`src/rtl/norm_unit.sv`:
```
// Iterative left-shift normalizer with start/done handshake; returns shifted value and shift count.
// Define NORM_SIGNED_EN to add the mode port and signed (sign-bit != next bit) normalization.
module norm_unit (
  input  logic        clk,
  input  logic        reset_n,
  input  logic        start,
  input  logic [15:0] in,
`ifdef NORM_SIGNED_EN
  input  logic        mode,
`endif
  output logic        busy,
  output logic        done,
  output logic [15:0] sout,
  output logic [3:0]  count,
  output logic        zero
);

  localparam logic [1:0] IDLE  = 2'd0;
  localparam logic [1:0] SHIFT = 2'd1;
  localparam logic [1:0] DONE  = 2'd2;

  logic [1:0]  state_r;
  logic [15:0] w_r;
  logic [3:0]  n_r;
  logic        m_r;
  logic        mode_s;
  logic        wzero_s;
  logic        norm_s;

`ifdef NORM_SIGNED_EN
  assign mode_s = mode;
`else
  assign mode_s = 1'b0;
`endif

  // Termination test for the current work value
  always_comb begin
    wzero_s = (w_r == 16'h0000);
    if (m_r) begin
      norm_s = (w_r[15] != w_r[14]);
    end else begin
      norm_s = w_r[15];
    end
  end

  // Controller FSM, work registers and registered result outputs
  always_ff @(posedge clk or negedge reset_n) begin
    if (!reset_n) begin
      state_r <= IDLE;
      w_r     <= 16'h0000;
      n_r     <= 4'd0;
      m_r     <= 1'b0;
      busy    <= 1'b0;
      done    <= 1'b0;
      sout    <= 16'h0000;
      count   <= 4'd0;
      zero    <= 1'b0;
    end else begin
      case (state_r)
        IDLE: begin
          done <= 1'b0;
          if (start) begin
            w_r     <= in;
            m_r     <= mode_s;
            n_r     <= 4'd0;
            busy    <= 1'b1;
            state_r <= SHIFT;
          end else begin
            busy    <= 1'b0;
            state_r <= IDLE;
          end
        end
        SHIFT: begin
          busy <= 1'b1;
          // Zero and already-normalized both finish; zero takes priority for the flag
          if (wzero_s || norm_s) begin
            sout    <= w_r;
            count   <= n_r;
            zero    <= wzero_s;
            done    <= 1'b1;
            state_r <= DONE;
          end else begin
            w_r     <= {w_r[14:0], 1'b0};
            n_r     <= n_r + 4'd1;
            done    <= 1'b0;
            state_r <= SHIFT;
          end
        end
        DONE: begin
          busy    <= 1'b0;
          done    <= 1'b0;
          state_r <= IDLE;
        end
        default: begin
          busy    <= 1'b0;
          done    <= 1'b0;
          state_r <= IDLE;
        end
      endcase
    end
  end

endmodule
```
`config.mk`:
```
export PLATFORM = sky130hd
export DESIGN_NAME = norm_unit
export DESIGN_NICKNAME = d
export VERILOG_FILES = /design/src/rtl/norm_unit.sv
export SDC_FILE = /design/constraint.sdc
export NUM_CORES = 1
export LEC_CHECK = 0
export ABC_AREA = 0
export BUFFER_PORTS_ARGS = -buffer_cell sky130_fd_sc_hd__buf_2
export CORE_MARGIN = 1
export CORE_UTILIZATION = 55
export CTS_BUF_LIST = sky130_fd_sc_hd__clkbuf_2
export CTS_CLUSTER_DIAMETER = 120
export DETAILED_ROUTE_END_ITERATION = 8
export GPL_TIMING_DRIVEN = 0
export HOLD_SLACK_MARGIN = 0.05
export PLACE_DENSITY = 0.88
export RECOVER_POWER = 50
export SETUP_SLACK_MARGIN = 0.5
export SLEW_MARGIN = 40
export SYNTH_ARGS = -nofsm -noshare
export SYNTH_HDL_FRONTEND = slang
export SYNTH_SLANG_ARGS = --single-unit
```
`constraint.sdc`:
```
create_clock -name clk -period 2.1 [get_ports clk]
set_input_delay 0.315 -clock clk [delete_from_list [all_inputs] [get_ports clk]]
set_output_delay 0.315 -clock clk [all_outputs]
set_load 0.02 [all_outputs]
```
==> out/summary.md <==
• **number of I/O port buffers** 41
• **RD Place Congestion** 0.818
• **final period utilization** 99.3%
• **power density normalized to cell area** 1780 mW/mm²
• **Switch Pwr** 2.01 mW
• **internal power consumption** 2.90 mW
• **total CTS buffers** 5
• **maximum level of the CTS H-tree** 2
• **Starting Density** 59.8%
• **Layout Cells excl Fill** 258
• **critical path fanouts, max** 5
• **proportion of layout cells with a drive suffix above 1** 52.8%
• **worst reg2reg path startpoint** w_r[13]$_DFFE_PN0P_
• **Static Leakage** 1.26 nW
• **synth unique cells** 29
• **switching portion of total power** 41.0%
• **CP required** 2.43 ns
• **arithmetic-cell share of the synthesized area counting full adders, half adders and majority gates** 0.668%
• **dominant register cell in the synthesized netlist** sky130_fd_sc_hd__dfrtp_1
• **async set-or-reset flop fraction in the synthesized netlist** 100%
• **pin count of the biggest net entering global routing** 46
• **final setup violation count** 0
• **maximum root-to-sink buffer count** 2
• **Setup crit end** sout[6]$_DFFE_PN0P_
• **yosys warns** 0
• **category of the critical setup timing path** flip-flop to flip-flop
• **clock tree from TritonCTS** built
• **arrival time at the worst endpoint** 2.42 ns
• **multi-input gate area in the final layout** 952 µm²
• **Site Rows** 20
• **post-route antenna net violation count** 0
• **post-synthesis register bit count** 45
• **instance count of the mapped netlist** 138
• **first-pass iteration count of the detailed router** 5
• **Die Wd** 60.3 µm
• **CP startpoint kind** flip-flop
• **number of enable flip-flop cells after synthesis** 0
• **Yosys top cell area share** 60.2%
• **maximum clock frequency** 479 MHz
• **part of the total power dissipated in the clock network** 10.0%
• **count of endpoints failing hold in the final timing report** 0
• **total length of routed wires** 6.52 mm
• **synth cell count leaders** sky130_fd_sc_hd__dfrtp_1, sky130_fd_sc_hd__mux2_2, sky130_fd_sc_hd__nand2b_1
• **wire length of the first global-routing pass** 8.38 mm
• **netlist area before placement** 0.00187 mm²
• **number of placed cells counting well taps** 223
• **vertical die dimension** 60.3 µm
• **Worst IR Drop VDD** 1100 µV
• **run status** finished, final reports clean
• **post-detailed-placement half-perimeter wirelength** 2.68 mm
• **post-synthesis share of cell area spent on and, or, nand and nor gates** 11.8%
• **combined flip-flop and latch cell area** 0.00113 mm²
• **Starting DRT DRC Count** 197
• **final clock skew** 0.0314 ns
• **most used standard cell by instance count after synthesis** sky130_fd_sc_hd__dfrtp_1
• **total inserted antenna cells** 0
• **synth-to-layout area growth** 47.7%
• **slew at the pin closest to its max-slew limit** 1.09 ns
• **core area** 0.00313 mm²
• **DRC violations left** 0
• **synthesized area divided by synthesized cell count** 13.6 µm²
• **r2r setup slk** 0.01 ns
• **sum of overflow across all layers after global routing** 0
• **worst hold path class** input pin to flip-flop
• **number of violations of the max-capacitance limit** 0
• **sort of element at the end of the critical path** flip-flop
• **# IOs** 42
• **vias per std cell** 6.36
• **Fill cells** 128
• **sum of negative setup slack** 0 ns
• **Combinational Power Share** 55.5%
• **number of global-route vias before repair** 1537
• **CTS sink count** 45
• **sequential area share after synthesis** 60.2%
• **library cell used as clock root buffer** sky130_fd_sc_hd__clkbuf_2
• **antenna violations before repair** 0
• **destination of the worst register-to-register timing path** sout[6]$_DFFE_PN0P_
• **part of the total power dissipated in sequential elements** 34.6%
• **leading area contributor after synthesis** sky130_fd_sc_hd__dfrtp_1
• **clock slew seen by the registers of the worst setup and hold paths** 0.23 ns
• **synthesized-area fraction occupied by xor and xnor cells** 0%
• **worst-case headroom to the max-slew limit** 27.4%
• **share of cell area taken by muxes after synthesis** 12.0%
• **Slew Limit Fails** 0
• **compound-gate portion of the synthesized area** 12.6%
• **drt wl/cell** 25.3 µm
• **minimum period implied by the final worst setup slack** 2.09 ns
• **Synth area leaders** sky130_fd_sc_hd__dfrtp_1, sky130_fd_sc_hd__mux2_2, sky130_fd_sc_hd__nand2b_1
• **GRT Resource Usage Total** 33.3%
• **combinational family with the most area after synthesis** compound AO/OA/AOI/OAI gates
• **Synthesized Nets** 158
• **Critical path origin** w_r[13]$_DFFE_PN0P_
• **setup repair after global routing missed its margin** true
• **number of stages on the worst hold path** 2
• **total number of vias** 1640
• **cell count of the worst reg-to-reg path** 5
• **full die area** 0.00364 mm²
• **Worst-Skew Late Latency** 0.45 ns
• **number of nets in the layout** 233
kinds of logic (layout without fill, tap and decap cells):
family,Yosys count,after routing
DFF,45,45
buffers and inverters,9,85
and+or+nand+nor,39,39
adders and majority gates,1,1
muxes,20,20
AOI/OAI and AO/OA,24,24
critical path: stages, from the launching register on:
cell	delay, ns
sky130_fd_sc_hd__dfrtp_1	0.52
sky130_fd_sc_hd__nor4_4	0.40
sky130_fd_sc_hd__a41oi_2	0.28
sky130_fd_sc_hd__nor2_4	0.28
sky130_fd_sc_hd__buf_6	0.19
sky130_fd_sc_hd__mux2_4	0.30
per-stage QoR:
stage	power [mW]	setup WS (ns)	hold slack [ns]	util, %	area, µm²
3_5_place_dp	3.11	0.155	0.341	69.4	2170
4_1_cts	4.26	0.288	0.128	82.6	2580
3_3_place_gp	3.01	0.248	0.447	69.4	2170
2_1_floorplan	2.63	0.414	0.0194	-	1910
5_1_grt	5.04	0.0219	0.103	88.4	2770
6_report	4.91	0.0142	0.110	88.4	2770
layer usage:
metal | wire length, µm | global-route usage [%] | vias to the layer above
met5 | 0 | 0 | -
met1 | 2530 | 43.6 | 824
li1 | - | - | 668
met2 | 3250 | 52.4 | 122
met4 | 234 | 16.3 | 0
met3 | 508 | 7.89 | 26
placed cells by master, fill, tap and decap left out, drive strengths merged, types with 3 or more instances in the layout:
master,instances
buf,59
dfrtp,45
clkbuf,21
mux2,19
nand2b,15
o221a,14
nor2,6
nor4,4
nand2,4
a31o,3
flip-flops by register name (all words and copies together) (netlist names):
name	cells
busy	1
count	4
done	1
n_r	4
sout	16
state_r	2
w_r	16
zero	1
power by group through the flow:
stage	clock [mW]	combinational, mW	sequential, mW
2_1_floorplan	0	0.874	1.75
3_3_place_gp	0	1.46	1.56
3_5_place_dp	0	1.52	1.59
4_1_cts	0.479	2.20	1.58
5_1_grt	0.511	2.82	1.72
6_report	0.490	2.73	1.70
what timing repair did:
item | 4_1_cts | 5_1_grt
pin swaps | 12 | 6
setup endpoints to repair | 40 | 42
setup buffers | 16 | 6
gates cloned | 2 | 2
hold buffers | 1 | 0
hold endpoints to repair | 45 | 0
gates resized for setup | 46 | 25
cell type report:
cell class                      count  share of cell area (%)
Inverter                            2                   0.271
Multi-Input combinational cell     84                    34.4
Tap cell                           44                    1.99
Clock inverter                      2                    1.22
Timing Repair Buffer               68                    17.4
Clock buffer                        6                    1.09
Sequential cell                    45                    40.9
Buffer                              7                    2.71
worst min path at each step:
stage / start / to / slack [ns]
final: in[15] / w_r[15]$_DFFE_PN0P_ / 0.11
after global routing: in[15] / w_r[15]$_DFFE_PN0P_ / 0.10
after CTS: in[15] / w_r[15]$_DFFE_PN0P_ / 0.13
after detailed placement: reset_n / done$_DFF_PN0_ / 0.34
after global placement: state_r[1]$_DFF_PN0_ / busy$_DFF_PN0_ / 0.45
after floorplan: reset_n / busy$_DFF_PN0_ / 0.02
No activity file was read; power rests on OpenSTA's default activity.
